<file path="src/rtl/spw_ulight_pkg.sv">
// rtl/spw_ulight_pkg.sv - shared character encodings and capture-FSM states for the uLight receive path
package spw_ulight_pkg;

    localparam int DW_DEFAULT = 9;

    localparam logic [8:0] CHAR_EOP = 9'h100;
    localparam logic [8:0] CHAR_EEP = 9'h101;

    typedef enum logic [1:0] {
        ST_IDLE = 2'd0,
        ST_TAKE = 2'd1,
        ST_GAP  = 2'd2
    } cap_state_e;

endpackage

</file>
<file path="src/rtl/spw_ulight_rx_holding_if.sv">
// rtl/spw_ulight_rx_holding_if.sv - codec receive handshake plus software-side PIO signals of the holding buffer
interface spw_ulight_rx_holding_if #(
    parameter int DEPTH = 4,
    parameter int DW    = 9
);
    localparam int FW = $clog2(DEPTH) + 1;

    logic          rx_valid;
    logic [DW-1:0] rx_data;
    logic          rx_read;
    logic [DW-1:0] data_out;
    logic          data_ready;
    logic          sw_ack;
    logic          sts_clr;
    logic [FW-1:0] fill;
    logic          eop_seen;
    logic          eep_seen;
    logic          underflow;

    modport master (
        output rx_valid, rx_data, sw_ack, sts_clr,
        input  rx_read, data_out, data_ready, fill, eop_seen, eep_seen, underflow
    );

    modport slave (
        input  rx_valid, rx_data, sw_ack, sts_clr,
        output rx_read, data_out, data_ready, fill, eop_seen, eep_seen, underflow
    );
endinterface

</file>
<file path="src/rtl/spw_ulight_sync_fifo.sv">
// rtl/spw_ulight_sync_fifo.sv - small synchronous FIFO with extra-MSB pointers and a registered head output
module spw_ulight_sync_fifo #(
    parameter int DEPTH = 4,
    parameter int DW    = 9,
    localparam int AW   = $clog2(DEPTH),
    localparam int PW   = AW + 1
) (
    input  logic          clk,
    input  logic          reset_n,
    input  logic          wr_en,
    input  logic [DW-1:0] wr_data,
    input  logic          rd_en,
    output logic [DW-1:0] head,
    output logic          empty,
    output logic          full,
    output logic [PW-1:0] fill
);
    logic [DW-1:0] mem [DEPTH];
    logic [PW-1:0] wr_ptr;
    logic [PW-1:0] rd_ptr;
    logic [PW-1:0] rd_ptr_nxt;
    logic          do_wr;
    logic          do_rd;

    assign empty      = (wr_ptr == rd_ptr);
    assign full       = (wr_ptr[AW] != rd_ptr[AW]) && (wr_ptr[AW-1:0] == rd_ptr[AW-1:0]);
    assign fill       = wr_ptr - rd_ptr;
    assign do_wr      = wr_en & ~full;
    assign do_rd      = rd_en & ~empty;
    assign rd_ptr_nxt = rd_ptr + PW'(1);

    always_ff @(posedge clk) begin
        if (do_wr) begin
            mem[wr_ptr[AW-1:0]] <= wr_data;
        end
    end

    always_ff @(posedge clk or negedge reset_n) begin
        if (!reset_n) begin
            wr_ptr <= '0;
            rd_ptr <= '0;
        end else begin
            if (do_wr) wr_ptr <= wr_ptr + PW'(1);
            if (do_rd) rd_ptr <= rd_ptr_nxt;
        end
    end

    // Head only moves on a pop or a push into an empty FIFO; a pop of the last
    // entry hands over to a same-cycle push, otherwise the FIFO goes empty.
    always_ff @(posedge clk or negedge reset_n) begin
        if (!reset_n) begin
            head <= '0;
        end else if (do_rd) begin
            if (fill == PW'(1)) begin
                head <= do_wr ? wr_data : '0;
            end else begin
                head <= mem[rd_ptr_nxt[AW-1:0]];
            end
        end else if (do_wr && empty) begin
            head <= wr_data;
        end
    end
endmodule

</file>
<file path="src/rtl/spw_ulight_rx_holding.sv">
// rtl/spw_ulight_rx_holding.sv - receive holding buffer between the SpaceWire codec and the receive-data PIO
module spw_ulight_rx_holding
    import spw_ulight_pkg::*;
#(
    parameter int DEPTH = 4,
    parameter int DW    = DW_DEFAULT
) (
    input logic                    clk,
    input logic                    reset_n,
    spw_ulight_rx_holding_if.slave bus
);
    cap_state_e state;
    logic       ack_q;
    logic       push;
    logic       pop;
    logic       empty;
    logic       full;
    logic       set_eop;
    logic       set_eep;
    logic       set_unf;

    assign push    = (state == ST_TAKE);
    assign pop     = bus.sw_ack & ~ack_q;
    assign set_eop = push && (bus.rx_data == DW'(CHAR_EOP));
    assign set_eep = push && (bus.rx_data == DW'(CHAR_EEP));
    assign set_unf = pop && empty;
    assign bus.data_ready = ~empty;

    // The GAP state gives the codec a cycle to drop or renew rx_valid before
    // IDLE samples it again.
    always_ff @(posedge clk or negedge reset_n) begin
        if (!reset_n) begin
            state       <= ST_IDLE;
            bus.rx_read <= 1'b0;
        end else begin
            case (state)
                ST_IDLE: begin
                    if (bus.rx_valid && !full) begin
                        state       <= ST_TAKE;
                        bus.rx_read <= 1'b1;
                    end
                end
                ST_TAKE: begin
                    state       <= ST_GAP;
                    bus.rx_read <= 1'b0;
                end
                ST_GAP: begin
                    state <= ST_IDLE;
                end
                default: begin
                    state       <= ST_IDLE;
                    bus.rx_read <= 1'b0;
                end
            endcase
        end
    end

    // Sticky flags: a set event in the same cycle as sts_clr wins.
    always_ff @(posedge clk or negedge reset_n) begin
        if (!reset_n) begin
            ack_q         <= 1'b0;
            bus.eop_seen  <= 1'b0;
            bus.eep_seen  <= 1'b0;
            bus.underflow <= 1'b0;
        end else begin
            ack_q <= bus.sw_ack;
            if (set_eop)          bus.eop_seen <= 1'b1;
            else if (bus.sts_clr) bus.eop_seen <= 1'b0;
            if (set_eep)          bus.eep_seen <= 1'b1;
            else if (bus.sts_clr) bus.eep_seen <= 1'b0;
            if (set_unf)          bus.underflow <= 1'b1;
            else if (bus.sts_clr) bus.underflow <= 1'b0;
        end
    end

    spw_ulight_sync_fifo #(
        .DEPTH (DEPTH),
        .DW    (DW)
    ) u_fifo (
        .clk     (clk),
        .reset_n (reset_n),
        .wr_en   (push),
        .wr_data (bus.rx_data),
        .rd_en   (pop),
        .head    (bus.data_out),
        .empty   (empty),
        .full    (full),
        .fill    (bus.fill)
    );
endmodule

</file>
<file path="src/flat_wrapper.sv">
// flat-port wrapper written by rule: the top's interface ports become plain ports
module spw_ulight_rx_holding_flat import spw_ulight_pkg::*;
#(
    parameter int DEPTH = 4,
    parameter int DW    = DW_DEFAULT
)
  (clk, reset_n, bus_rx_valid, bus_rx_data, bus_sw_ack, bus_sts_clr, bus_rx_read, bus_data_out, bus_data_ready, bus_fill, bus_eop_seen, bus_eep_seen, bus_underflow);
  spw_ulight_rx_holding_if #(.DEPTH(DEPTH), .DW(DW)) bus_i ();
  input logic clk;
  input logic reset_n;
  input wire logic [$bits(bus_i.rx_valid)-1:0] bus_rx_valid;
  input wire logic [$bits(bus_i.rx_data)-1:0] bus_rx_data;
  input wire logic [$bits(bus_i.sw_ack)-1:0] bus_sw_ack;
  input wire logic [$bits(bus_i.sts_clr)-1:0] bus_sts_clr;
  output wire logic [$bits(bus_i.rx_read)-1:0] bus_rx_read;
  output wire logic [$bits(bus_i.data_out)-1:0] bus_data_out;
  output wire logic [$bits(bus_i.data_ready)-1:0] bus_data_ready;
  output wire logic [$bits(bus_i.fill)-1:0] bus_fill;
  output wire logic [$bits(bus_i.eop_seen)-1:0] bus_eop_seen;
  output wire logic [$bits(bus_i.eep_seen)-1:0] bus_eep_seen;
  output wire logic [$bits(bus_i.underflow)-1:0] bus_underflow;
  assign bus_i.rx_valid = bus_rx_valid;
  assign bus_i.rx_data = bus_rx_data;
  assign bus_i.sw_ack = bus_sw_ack;
  assign bus_i.sts_clr = bus_sts_clr;
  assign bus_rx_read = bus_i.rx_read;
  assign bus_data_out = bus_i.data_out;
  assign bus_data_ready = bus_i.data_ready;
  assign bus_fill = bus_i.fill;
  assign bus_eop_seen = bus_i.eop_seen;
  assign bus_eep_seen = bus_i.eep_seen;
  assign bus_underflow = bus_i.underflow;
  spw_ulight_rx_holding #(.DEPTH(DEPTH), .DW(DW)) u_core (.clk(clk), .reset_n(reset_n), .bus(bus_i));
endmodule
</file>
<file path="config.mk">
export PLATFORM = sky130hd
export DESIGN_NAME = spw_ulight_rx_holding_flat
export DESIGN_NICKNAME = d
export VERILOG_FILES = /design/src/rtl/spw_ulight_pkg.sv /design/src/rtl/spw_ulight_rx_holding_if.sv /design/src/rtl/spw_ulight_sync_fifo.sv /design/src/rtl/spw_ulight_rx_holding.sv /design/src/flat_wrapper.sv
export SDC_FILE = /design/constraint.sdc
export NUM_CORES = 1
export LEC_CHECK = 0
export BUFFER_PORTS_ARGS = -buffer_cell sky130_fd_sc_hd__buf_2
export CORE_UTILIZATION = 47
export CTS_CLUSTER_DIAMETER = 50
export DETAILED_ROUTE_END_ITERATION = 10
export PLACE_DENSITY = 0.72
export RECOVER_POWER = 25
export SYNTH_ARGS = -nofsm -noshare
export SYNTH_HDL_FRONTEND = slang
export SYNTH_HIERARCHICAL = 1
export SYNTH_SLANG_ARGS = --single-unit
</file>
<file path="constraint.sdc">
create_clock -name clk -period 2.8 [get_ports clk]
set_input_delay 0.14 -clock clk [delete_from_list [all_inputs] [get_ports clk]]
set_output_delay 0.14 -clock clk [all_outputs]
set_load 0.05 [all_outputs]
</file>
==> flow_metrics.tcl <==
set metrics [dict create \
    yosysWarnings 6 \
    worstSetupEndpointType "flop" \
    post-route-drc-count 0 \
    fin_crit_sh 0.889 \
    synth_top_area_frac 0.414 \
    root_buffer "clkbuf_8" \
    async_reset_ff_frac 0.379 \
    groute.usage.overall 0.180 \
    clkTransAtPathRegs_ns 0.06 \
    synth_edf_count 36 \
    start_util 0.499 \
    slew_viol_final 0 \
    period_needed_ns 2.49 \
    slew_headroom 0.608 \
    htreeDepth 3 \
    synth_cell_types 34 \
    die_area_mm2 0.00586 \
    gp_congestion 0.746 \
    grt_pass1_wl_mm 7.57 \
    cts_buffer_depth 2 \
    rows 26 \
    grt_pass1_vias 1507 \
    cts_tree "done" \
    core_area_mm2 0.00524 \
    hold_viol 0 \
    cpMaxStageDelayCell "xor3_2" \
    dieWidth_um 76.6 \
    clock_latency_ns 0.33 \
    worstSetupPathType "flop to flop" \
    startpoint_type "flop" \
    port_buffers 30 \
    area_growth_pct 15.7 \
    status "complete, no violations" \
    cts.sinks 58 \
    grt.overflow.total 0 \
    ys.flop_type "edfxtp_1" \
    firstDrtPassIters 4 \
    arrival_ns 2.71 \
    routed_wl_mm 4.59 \
    required_ns 3.02 \
    avgRoutedWirePerCell_um 16.4 \
    synth_area_leaders "edfxtp_1 41%, dfrtp_1 21%, mux4_2 7.8%" \
    drive_gt1_frac 0.290 \
    rsz0062_at_grt "no" \
    synth-seq-cells 58 \
    synth_area_per_cell_um2 15.7 \
    seq_area_mm2 0.00163 \
    drtIter0Drc 97 \
    num_io_pins 31 \
    syn-cell-area_mm2 0.00261 \
    clock_skew_ns 0.00579 \
    viasPerCell 5.08 \
    vias 1423 \
    mappedNetlistNets 188 \
    fmax_ghz 0.402 \
    path_cells "inv_1 > ha_1 > fa_1 > xor3_2 > o221a_1 > o22ai_1 > mux2_4" \
    syn_inst 166 \
    multiInputGateArea_um2 831 \
    diodes 0 \
    finalSetupViolCount 0 \
    drtAntennaViolNets 0 \
    cpPeakStageDelay_ns 0.46 \
    ys_seq_area_frac 0.624 \
    yosys.area.top_type "edfxtp_1" \
    die_h_um 76.6 \
    tightest_slew_ns 0.589 \
    grt_start_max_net_pins 23 \
    finalNetCount 227 \
    fill_cells 428 \
    hp-class "input port to flop" \
    dp_hpwl_mm 3.09 \
    drv_cap 0 \
    setup_tns_ns 0 \
    numCtsBuffers 9 \
    path_max_fanout 9 \
    antenna_found_initial 0 \
]
==> worst max-delay path, delay by kind of cell (launching register included) <==
kind,cells,cell delay (ns)
mux,1,0.28
xor+xnor,1,0.46
compound gates,2,0.59
fa+ha+maj,2,0.58
buf+inv,1,0.10
flops,1,0.38
==> layout make-up <==
type / instances / area share
Timing Repair Buffer: 33 / 0.0550
Tap cell: 70 / 0.0290
Sequential cell: 58 / 0.540
Inverter: 29 / 0.0360
Clock inverter: 3 / 0.0128
Multi-Input combinational cell: 74 / 0.275
Clock buffer: 13 / 0.0526
==> metal layers <==
metal,vias up,track usage,share of wire
met5,-,0,0
met4,0,0.0904,0.022
met3,11,0.0539,0.033
met2,26,0.286,0.51
met1,718,0.223,0.43
li1,668,-,-
==> cells in the final DEF, fill, tap and decap left out, types with 3 or more instances in the layout <==
cell type / synthesis / final
edfxtp_1: 36 / 36
inv_1: 29 / 29
dfrtp_1: 22 / 22
buf_2: 1 / 21
clkbuf_8: 0 / 11
clkbuf_1: 1 / 11
o22ai_1: 11 / 11
mux4_2: 9 / 9
mux2_4: 9 / 9
ha_1: 7 / 7
nor2_1: 4 / 4
and2_1: 4 / 4
nand2_1: 3 / 3
xnor2_1: 3 / 3
==> worst paths after layout <==
| path | slack (ns) | start | endpoint | depth (start not counted) |
|---|---|---|---|---|
| hold / removal | 0.04 | bus_sts_clr | u_core/bus.underflow | 2 |
| setup reg to reg | 0.31 | u_core/u_fifo/wr_ptr[0] | u_core/u_fifo/head[1] | 7 |
| min in group asynchronous | 0.31 | reset_n | u_core/u_fifo/head[6] | 2 |
| max in group asynchronous | 2.14 | reset_n | u_core/u_fifo/wr_ptr[2] | 2 |
| setup / recovery | 0.31 | u_core/u_fifo/wr_ptr[0] | u_core/u_fifo/head[1] | 7 |
| hold reg to reg | 0.49 | u_core/state[0] | u_core/state[0] | 1 |
==> logic make-up (layout without fill, tap and decap cells) <==
| kind of cell | Yosys count | after routing | share of synthesized area |
|---|---|---|---|
| compound gates | 19 | 19 | 0.0574 |
| xor+xnor | 7 | 7 | 0.0326 |
| fa+ha+maj | 8 | 8 | 0.0412 |
| buf+inv | 34 | 78 | 0.0579 |
| flops | 58 | 58 | 0.624 |
| mux | 19 | 19 | 0.134 |
| simple gates | 21 | 21 | 0.0531 |
==> sequential cells by signal (all words and copies together) (netlist names) <==
name and flops:
u_core/bus.eep_seen 1, u_core/state 2, u_core/ack_q 1, u_core/bus.underflow 1
u_core/bus.eop_seen 1, u_core/u_fifo/rd_ptr 3, u_core/u_fifo/head 9, u_core/u_fifo/mem 36
u_core/bus.rx_read 1, u_core/u_fifo/wr_ptr 3
==> cells in the mapped netlist (2+ instances only) <==
cell type	number
o22ai_1	11
nand3b_1	2
mux4_2	9
nand2b_1	2
edfxtp_1	36
and2_1	4
dfrtp_1	22
nor2_1	4
mux2_4	9
xor2_1	2
inv_1	29
buf_6	3
ha_1	7
nor4b_2	2
nand2_1	3
xnor2_1	3
==> stage by stage <==
stage	cells	setup WS (ns)	hold slack [ns]	util	cell area, um2
after floorplan	166	0.357	-0.156	-	2610
after global placement	262	0.345	0.139	0.538	2820
after detailed placement	262	0.276	0.154	0.538	2820
after CTS	280	0.291	0.0334	0.579	3030
after global routing	280	0.146	0.0352	0.577	3020
final	280	0.310	0.0436	0.577	3020
==> repair_timing <==
action / in CTS / in global routing
hold buffers: 2 / 0
setup buffers: 0 / 0
resized for setup: 0 / 0
endpoints found under the setup margin: 0 / 0
endpoints found under the hold margin: 23 / 0
Power is not shown: default switching activity piles up to over one toggle a cycle in this logic, so the estimate is an artifact.
